[src/rtl/viterbi_decode_controller_if.sv]
// rtl/viterbi_decode_controller_if.sv - command, coded-bit, ACS and traceback bundle for the Viterbi controller
//
// Purpose: groups every non-clock/reset signal of viterbi_decode_controller.
// Ports (signals):
//   start, block_len, abort      block command and synchronous abort
//   in_valid, in_bit, in_ready   serial coded-bit handshake from the deinterleaver
//   acs_en, acs_first, acs_pair, acs_step   per-step ACS strobe and payload
//   tb_start, tb_steps, tb_done  traceback request / completion
//   busy, done, err_len          block status
// Modports: slave = the controller, master = the surrounding receiver chain.

interface viterbi_decode_controller_if #(
  parameter int CNT_W = 10
);
  logic             start;
  logic [CNT_W-1:0] block_len;
  logic             abort;
  logic             in_valid;
  logic             in_bit;
  logic             in_ready;
  logic             acs_en;
  logic             acs_first;
  logic [1:0]       acs_pair;
  logic [CNT_W-1:0] acs_step;
  logic             tb_start;
  logic [CNT_W-1:0] tb_steps;
  logic             tb_done;
  logic             busy;
  logic             done;
  logic             err_len;

  modport master (
    output start, block_len, abort, in_valid, in_bit, tb_done,
    input  in_ready, acs_en, acs_first, acs_pair, acs_step,
           tb_start, tb_steps, busy, done, err_len
  );

  modport slave (
    input  start, block_len, abort, in_valid, in_bit, tb_done,
    output in_ready, acs_en, acs_first, acs_pair, acs_step,
           tb_start, tb_steps, busy, done, err_len
  );
endinterface

[src/rtl/viterbi_decode_controller.sv]
// rtl/viterbi_decode_controller.sv - per-block sequencer for the Viterbi ACS and traceback datapath
//
// Purpose: accepts a block command, pulls 2*len serial coded bits, issues one
// ACS strobe per bit pair with its step index, then requests traceback and
// waits for its completion pulse.
// Ports:
//   Clock  rising-edge system clock
//   Reset  asynchronous, active-high reset
//   bus    viterbi_decode_controller_if.slave (command, coded-bit stream,
//          ACS strobe, traceback handshake, status)

module viterbi_decode_controller #(
  parameter int MAX_LENGTH = 192,
  parameter int CNT_W      = 10
) (
  input  logic                          Clock,
  input  logic                          Reset,
  viterbi_decode_controller_if.slave    bus
);

  localparam logic [2:0] IDLE    = 3'd0;
  localparam logic [2:0] PAIR_A  = 3'd1;
  localparam logic [2:0] PAIR_B  = 3'd2;
  localparam logic [2:0] TB_REQ  = 3'd3;
  localparam logic [2:0] TB_WAIT = 3'd4;

  localparam logic [CNT_W-1:0] ONE     = {{(CNT_W-1){1'b0}}, 1'b1};
  localparam logic [CNT_W-1:0] MAX_LEN = MAX_LENGTH[CNT_W-1:0];

  logic [2:0]       state;
  logic [CNT_W-1:0] len_q;
  logic [CNT_W-1:0] step_q;
  logic             bit_a_q;

  logic             acs_en_q;
  logic             acs_first_q;
  logic [1:0]       acs_pair_q;
  logic [CNT_W-1:0] acs_step_q;
  logic             tb_start_q;
  logic [CNT_W-1:0] tb_steps_q;
  logic             busy_q;
  logic             done_q;
  logic             err_len_q;

  logic             accept;
  logic             len_illegal;
  logic             last_step;

  // Upstream is only ever asked for bits while a pair is being collected.
  assign bus.in_ready = (state == PAIR_A) || (state == PAIR_B);
  assign accept       = bus.in_valid && bus.in_ready;
  assign len_illegal  = (bus.block_len == '0) || (bus.block_len > MAX_LEN);
  // len is at least 1 whenever this is consulted, so len-1 cannot underflow.
  assign last_step    = (step_q == (len_q - ONE));

  always_ff @(posedge Clock or posedge Reset) begin
    if (Reset) begin
      state       <= IDLE;
      len_q       <= '0;
      step_q      <= '0;
      bit_a_q     <= 1'b0;
      acs_en_q    <= 1'b0;
      acs_first_q <= 1'b0;
      acs_pair_q  <= 2'b00;
      acs_step_q  <= '0;
      tb_start_q  <= 1'b0;
      tb_steps_q  <= '0;
      busy_q      <= 1'b0;
      done_q      <= 1'b0;
      err_len_q   <= 1'b0;
    end else begin
      acs_en_q    <= 1'b0;
      acs_first_q <= 1'b0;
      tb_start_q  <= 1'b0;
      done_q      <= 1'b0;
      err_len_q   <= 1'b0;

      if (bus.abort) begin
        // Any half-collected pair is dropped; the next block restarts cleanly.
        state   <= IDLE;
        busy_q  <= 1'b0;
        bit_a_q <= 1'b0;
      end else begin
        case (state)
          IDLE: begin
            if (bus.start) begin
              if (len_illegal) begin
                err_len_q <= 1'b1;
              end else begin
                len_q  <= bus.block_len;
                step_q <= '0;
                busy_q <= 1'b1;
                state  <= PAIR_A;
              end
            end
          end

          PAIR_A: begin
            if (accept) begin
              bit_a_q <= bus.in_bit;
              state   <= PAIR_B;
            end
          end

          PAIR_B: begin
            if (accept) begin
              acs_en_q    <= 1'b1;
              acs_pair_q  <= {bit_a_q, bus.in_bit};
              acs_step_q  <= step_q;
              acs_first_q <= (step_q == '0);
              if (last_step) begin
                state <= TB_REQ;
              end else begin
                step_q <= step_q + ONE;
                state  <= PAIR_A;
              end
            end
          end

          TB_REQ: begin
            tb_start_q <= 1'b1;
            tb_steps_q <= len_q;
            state      <= TB_WAIT;
          end

          TB_WAIT: begin
            // tb_start is high during the first TB_WAIT cycle, so a completion
            // pulse coincident with the request is still honoured.
            if (bus.tb_done) begin
              done_q <= 1'b1;
              busy_q <= 1'b0;
              state  <= IDLE;
            end
          end

          default: begin
            state  <= IDLE;
            busy_q <= 1'b0;
          end
        endcase
      end
    end
  end

  assign bus.acs_en    = acs_en_q;
  assign bus.acs_first = acs_first_q;
  assign bus.acs_pair  = acs_pair_q;
  assign bus.acs_step  = acs_step_q;
  assign bus.tb_start  = tb_start_q;
  assign bus.tb_steps  = tb_steps_q;
  assign bus.busy      = busy_q;
  assign bus.done      = done_q;
  assign bus.err_len   = err_len_q;

endmodule

[src/flat_wrapper.sv]
// flat-port wrapper written by rule: the top's interface ports become plain ports
module viterbi_decode_controller_flat 
#(
  parameter int MAX_LENGTH = 192,
  parameter int CNT_W      = 10
)
  (Clock, Reset, bus_start, bus_block_len, bus_abort, bus_in_valid, bus_in_bit, bus_tb_done, bus_in_ready, bus_acs_en, bus_acs_first, bus_acs_pair, bus_acs_step, bus_tb_start, bus_tb_steps, bus_busy, bus_done, bus_err_len);
  viterbi_decode_controller_if #(.CNT_W(CNT_W)) bus_i ();
  input  logic Clock;
  input  logic Reset;
  input wire logic [$bits(bus_i.start)-1:0] bus_start;
  input wire logic [$bits(bus_i.block_len)-1:0] bus_block_len;
  input wire logic [$bits(bus_i.abort)-1:0] bus_abort;
  input wire logic [$bits(bus_i.in_valid)-1:0] bus_in_valid;
  input wire logic [$bits(bus_i.in_bit)-1:0] bus_in_bit;
  input wire logic [$bits(bus_i.tb_done)-1:0] bus_tb_done;
  output wire logic [$bits(bus_i.in_ready)-1:0] bus_in_ready;
  output wire logic [$bits(bus_i.acs_en)-1:0] bus_acs_en;
  output wire logic [$bits(bus_i.acs_first)-1:0] bus_acs_first;
  output wire logic [$bits(bus_i.acs_pair)-1:0] bus_acs_pair;
  output wire logic [$bits(bus_i.acs_step)-1:0] bus_acs_step;
  output wire logic [$bits(bus_i.tb_start)-1:0] bus_tb_start;
  output wire logic [$bits(bus_i.tb_steps)-1:0] bus_tb_steps;
  output wire logic [$bits(bus_i.busy)-1:0] bus_busy;
  output wire logic [$bits(bus_i.done)-1:0] bus_done;
  output wire logic [$bits(bus_i.err_len)-1:0] bus_err_len;
  assign bus_i.start = bus_start;
  assign bus_i.block_len = bus_block_len;
  assign bus_i.abort = bus_abort;
  assign bus_i.in_valid = bus_in_valid;
  assign bus_i.in_bit = bus_in_bit;
  assign bus_i.tb_done = bus_tb_done;
  assign bus_in_ready = bus_i.in_ready;
  assign bus_acs_en = bus_i.acs_en;
  assign bus_acs_first = bus_i.acs_first;
  assign bus_acs_pair = bus_i.acs_pair;
  assign bus_acs_step = bus_i.acs_step;
  assign bus_tb_start = bus_i.tb_start;
  assign bus_tb_steps = bus_i.tb_steps;
  assign bus_busy = bus_i.busy;
  assign bus_done = bus_i.done;
  assign bus_err_len = bus_i.err_len;
  viterbi_decode_controller #(.MAX_LENGTH(MAX_LENGTH), .CNT_W(CNT_W)) u_core (.Clock(Clock), .Reset(Reset), .bus(bus_i));
endmodule
[config.mk]
export PLATFORM = sky130hd
export DESIGN_NAME = viterbi_decode_controller_flat
export DESIGN_NICKNAME = d
export VERILOG_FILES = /design/src/rtl/viterbi_decode_controller_if.sv /design/src/rtl/viterbi_decode_controller.sv /design/src/flat_wrapper.sv
export SDC_FILE = /design/constraint.sdc
export NUM_CORES = 1
export LEC_CHECK = 0
export ABC_AREA = 0
export CORE_ASPECT_RATIO = 0.5
export CORE_MARGIN = 1
export CORE_UTILIZATION = 25
export CTS_CLUSTER_SIZE = 30
export DETAILED_ROUTE_END_ITERATION = 8
export PLACE_DENSITY = 0.41
export SKIP_LAST_GASP = 1
export SLEW_MARGIN = 20
export SYNTH_ARGS = -nofsm -noshare
export SYNTH_HDL_FRONTEND = slang
export SYNTH_SLANG_ARGS = --single-unit
export TNS_END_PERCENT = 100
[constraint.sdc]
create_clock -name Clock -period 2.2 [get_ports Clock]
set_input_delay 0.44 -clock Clock [delete_from_list [all_inputs] [get_ports Clock]]
set_output_delay 0.44 -clock Clock [all_outputs]
set_load 0.01 [all_outputs]
# After elaboration in Yosys (flattened, before gate mapping)
# Index checks and enable logic that the tools add are counted.
# classes
n_addsub,2
n_lt_le_gt_ge,1
eq_ne,15
mux,36
bitwise_logic,2
n_reduce_logical,17
# ops
cell,n
$mux 10,4
$mux 1,22
$logic_not 10->1,2
$pmux 10 s2,1
$mux 3,6
$pmux 3 s5,1
$add 10x1->10 const B,1
$eq 10x10->1,1
$gt 10x8->1 const B,1
$sub 10x1->10 const B,1
$ne 3x3->1 const B,3
$reduce_and 4->1,2
$eq 3x2->1 const B,2
$ne 2x2->1 const B,3
$ne 3x2->1 const B,2
$reduce_and 6->1,1
$reduce_bool 2->1,3
$reduce_and 5->1,1
$ne 2x1->1 const B,2
$reduce_and 2->1,2
$eq 3x1->1 const B,1
$eq 3x3->1 const B,1
$logic_not 3->1,1
$pmux 1 s3,1
other kinds (6),8
# word_totals
regBits,52
input_bits,17
out_inout_bits,29
wordCells,86

# Logic depth before layout (Yosys ltp)
# logic_depth
word_depth,6
ltp_mapped,10

# Worst setup path before layout
# No wires, ideal clock.
# synth_timing
kind,register -> register
startpoint,register u_core.len_q[0]
endpoint,register u_core.step_q[4]
setup_time_ns,0.079
arrival_ns,2.184
required_ns,2.121
setup_slack_ns,-0.064
path_stages_with_launch,10
path_buffers,1
cell_sequence,dfrtp_1 inv_1 ha_1 or4b_4 o31ai_2 a211oi_1 and4_4 buf_12 nor4b_4 mux2i_1
# synth_via
elab_chain_len,4
# synth_lines
item,line_no,source
from (decl),viterbi_decode_controller.sv:31,logic [CNT_W-1:0] len_q;
from (signal assigned),viterbi_decode_controller.sv:90,len_q <= bus.block_len;
$sub 10x1->10,viterbi_decode_controller.sv:54,assign last_step = (step_q == (len_q - ONE));
$eq 10x10->1,viterbi_decode_controller.sv:54,
$ne 2x2->1 (no line),--,
$reduce_and 6->1 (no line),--,
to (signal assigned),viterbi_decode_controller.sv:114,step_q <= step_q + ONE;
to (decl),viterbi_decode_controller.sv:32,logic [CNT_W-1:0] step_q;
# No other way between the ends.
# A chain may end at the register's enable or synchronous reset.

# Worst setup path after layout
# layout_timing
startpoint,register u_core.len_q[0]
endpoint,register u_core.step_q[0]
# The elaborated chain is that of the path after synthesis.

==> impl_metrics.yaml <==
run_status:
  status: "finished, violations left"
  violations: "setup timing"
cells_and_area:
  multi_input_area_um2: 1390
  layout-drive-gt1-share_pct: 29.4
  final_common_cell: "dfrtp_1"
  diodes: 0
  final.fill_count: 1036
  regArea_um2: 1300
  utilization_pct: 38.7
  final_cells: 494
  fin_nets: 374
  syn_to_final_growth_pct: 47.9
  mostFrequentLayoutCells: "dfrtp_1 (52), nand2_1 (49), buf_4 (46)"
synth:
  synth-edff-count: 0
  synthesis.nets: 286
  synth-seq-cells: 52
  ys_warn_count: 0
  synth_seq_area_share_pct: 48.0
  syn-instance-count: 266
  syn_avg_cell_area_um2: 10.2
  synth.distinct_cells: 54
  synthesis.area_um2: 2710
  yosys_most_used_dff: "dfrtp_1"
  async_flop_share_pct: 100
worst_hold_path:
  hold_depth: 2
  hold_path_class: "reg2reg"
sta:
  worst_slack_ns: -0.111
  min_period_ns: 2.31
  slew_headroom_pct: 71.0
  rsz0062_at_grt: "true"
  finalSetupViolations: 10
  worst_pin_slew_ns: 0.423
  timing.fmax_mhz: 433
  fin_crit_sh_pct: 105
  finalMaxSlewViolations: 0
  worst_clock_skew_ns: 0.00620
  final_hold_viol_count: 0
  whs_ns: 0.477
pwr:
  p_comb_share_pct: 22.2
  p_leak_nw: 1.82
  p_int_w: 0.00178
  p_clk_share_pct: 33.7
  switching_power_w: 0.000623
  power_frac_seq_pct: 44.0
  vdd_drop_max_uv: 318
  switching_share_pct: 25.9
  p_per_area_nw_per_um2: 599
  p_total_w: 0.00240
floorplanning:
  dieArea_um2: 11300
  die_h_um: 75.6
  die_width_um: 149
  io_pins: 46
  start_util_pct: 26.1
  coreArea_um2: 10400
  rows: 26
critical_path:
  cp_max_fo: 4
  arrival_ns: 2.49
  crit_chain: "inv_2 > ha_4 > or4b_4 > o21ai_4 > o31ai_4 > a211oi_2 > and4_4 > a21oi_2 > mux2_4"
  cp-end-kind: "register"
  cpMaxStageDelayCell: "or4b_4"
  slowest_delay_ns: 0.52
  worst-r2r-cell-count: 9
  required_ns: 2.38
  critPathLaunchType: "register"
  critPathKind: "reg2reg"
routing:
  routed_wirelength_mm: 7.06
  met1_length_mm: 3.75
  first_pass_iters: 4
  ant_nets: 0
  wl_met2_mm: 2.99
  vias: 2226
  routedWlPerCell_um: 14.3
  dr.max_layer_used: "met4"
  wl_met3_um: 276
  first_iter_violations: 100
  vias_per_cell: 4.51
  drc: 0
global_route:
  grt_pass1_wl_mm: 11.4
  antenna_found_initial: 0
  gr-total-overflow: 0
  gr-usage-all-layers_pct: 13.2
  grt_max_degree: 53
  grt_pass1_vias: 2244
cts:
  numCtsBuffers: 5
  clockRootBuffer: "clkbuf_16"
  htree_levels: 2
  clkTransAtPathRegs_ns: 0.07
  cts_hold_buffers: 0
  clkSinkCount: 52
  insertion_delay_ns: 0.29
  clockBufferDepth: 2
  cts_tree: "yes"
placed_design:
  dp_cells: 480
  numPortBuffers: 45
  dp_hpwl_mm: 5.09
  gp_congestion: 0.788
run:
  cap_violations: 0
## cells by family (layout without fill, tap and decap cells)
kind of cell / Yosys count / count (layout) / synth area share, %
xor gates and xnor gates: 9 / 9 / 3.46
buffers and inverters: 27 / 115 / 4.66
and+or+nand+nor: 114 / 114 / 22.9
muxes: 27 / 27 / 11.0
adders and majority gates: 3 / 3 / 1.38
DFF: 52 / 52 / 48.0
AOI/OAI and AO/OA: 34 / 34 / 8.58
## stage by stage
step           TNS (ns)  setup slack [ns]  cell area, µm²
6_report         -0.798            -0.111            4010
5_1_grt           -1.82            -0.208            4010
4_1_cts          -0.723           -0.0893            3890
3_5_place_dp      -9.32            -0.484            3640
3_3_place_gp      -6.81            -0.362            3640
2_1_floorplan   -0.0294           -0.0294            2720
## power groups by stage
| stage | logic, W | clock network [W] | registers, W |
|---|---|---|---|
| floorplan | 0.000237 | 0 | 0.00107 |
| global placement | 0.000468 | 0 | 0.00107 |
| detailed placement | 0.000475 | 0 | 0.00107 |
| CTS | 0.000511 | 0.000845 | 0.00105 |
| global route | 0.000589 | 0.000876 | 0.00107 |
| finish | 0.000534 | 0.000811 | 0.00106 |
## cell usage after synthesis (2+ instances only)
cell	count	area share, %
a2111oi_0	2	0.65
a21oi_1	4	0.74
a31oi_1	4	0.92
and2_1	3	0.69
and3_1	5	1.2
buf_2	4	0.74
clkbuf_1	11	1.5
dfrtp_1	52	48
ha_1	3	1.4
inv_1	10	1.4
mux2_2	18	7.5
mux2i_1	8	3.0
nand2_1	49	6.8
nand2b_1	3	0.69
nand3_1	7	1.3
nand4_1	2	0.46
nor2_1	18	2.5
nor2_2	2	0.46
nor3_1	4	0.74
nor3b_1	2	0.55
nor4_1	3	0.69
nor4_2	2	0.92
nor4b_1	2	0.65
nor4b_2	2	1.1
o21ai_0	10	1.8
or3_1	2	0.46
xnor2_1	4	1.3
xor2_1	4	1.3
## area by class of cell
cell class / instances / area share [%]
inverter: 10 / 0.936
tap: 140 / 4.37
timing repair buffer: 98 / 23.8
clock buffer: 7 / 3.81
sequential: 52 / 32.4
multi-input combinational: 187 / 34.7
## repair_timing
item	CTS	global route
buffers inserted	3	2
pin swaps	5	5
cloned	1	1
endpoints found under the setup margin	22	24
resized for setup	10	17
## registers in the layout, summed over array words and instances, names as in the netlist, 2 cells and up
register and cells:
u_core.bus.tb_steps 10, u_core.bus.acs_step 10, u_core.bus.acs_pair 2, u_core.state 3
u_core.len_q 10, u_core.step_q 10
## layer usage
| metal | GRT usage, % | up-vias |
|---|---|---|
| met5 | 0 | - |
| met4 | 3.40 | 0 |
| met3 | 2.63 | 5 |
| met2 | 20.5 | 45 |
| met1 | 18.9 | 1075 |
| li1 | - | 1101 |
## critical path: cells and delay by family (launching register included)
family / cells / cell delay [ns]
AND/OR/NAND/NOR: 2 / 0.82
AO/OA/AOI/OAI: 4 / 0.46
flip-flops: 1 / 0.39
multiplexers: 1 / 0.30
adder cells (fa/ha/maj): 1 / 0.14
buffers and inverters: 1 / 0.08
## worst paths after layout
check,start,endpoint,slack [ns]
hold / removal,u_core.bus.acs_step[9],u_core.bus.acs_step[9],0.48
setup / recovery,u_core.len_q[0],u_core.step_q[0],-0.11
min in group asynchronous,Reset,u_core.bus.acs_en,0.51
setup reg to reg,u_core.len_q[0],u_core.step_q[0],-0.11
hold reg to reg,u_core.bus.acs_step[9],u_core.bus.acs_step[9],0.48
max in group asynchronous,Reset,u_core.step_q[6],1.42
(Power assumes the default switching activity.)
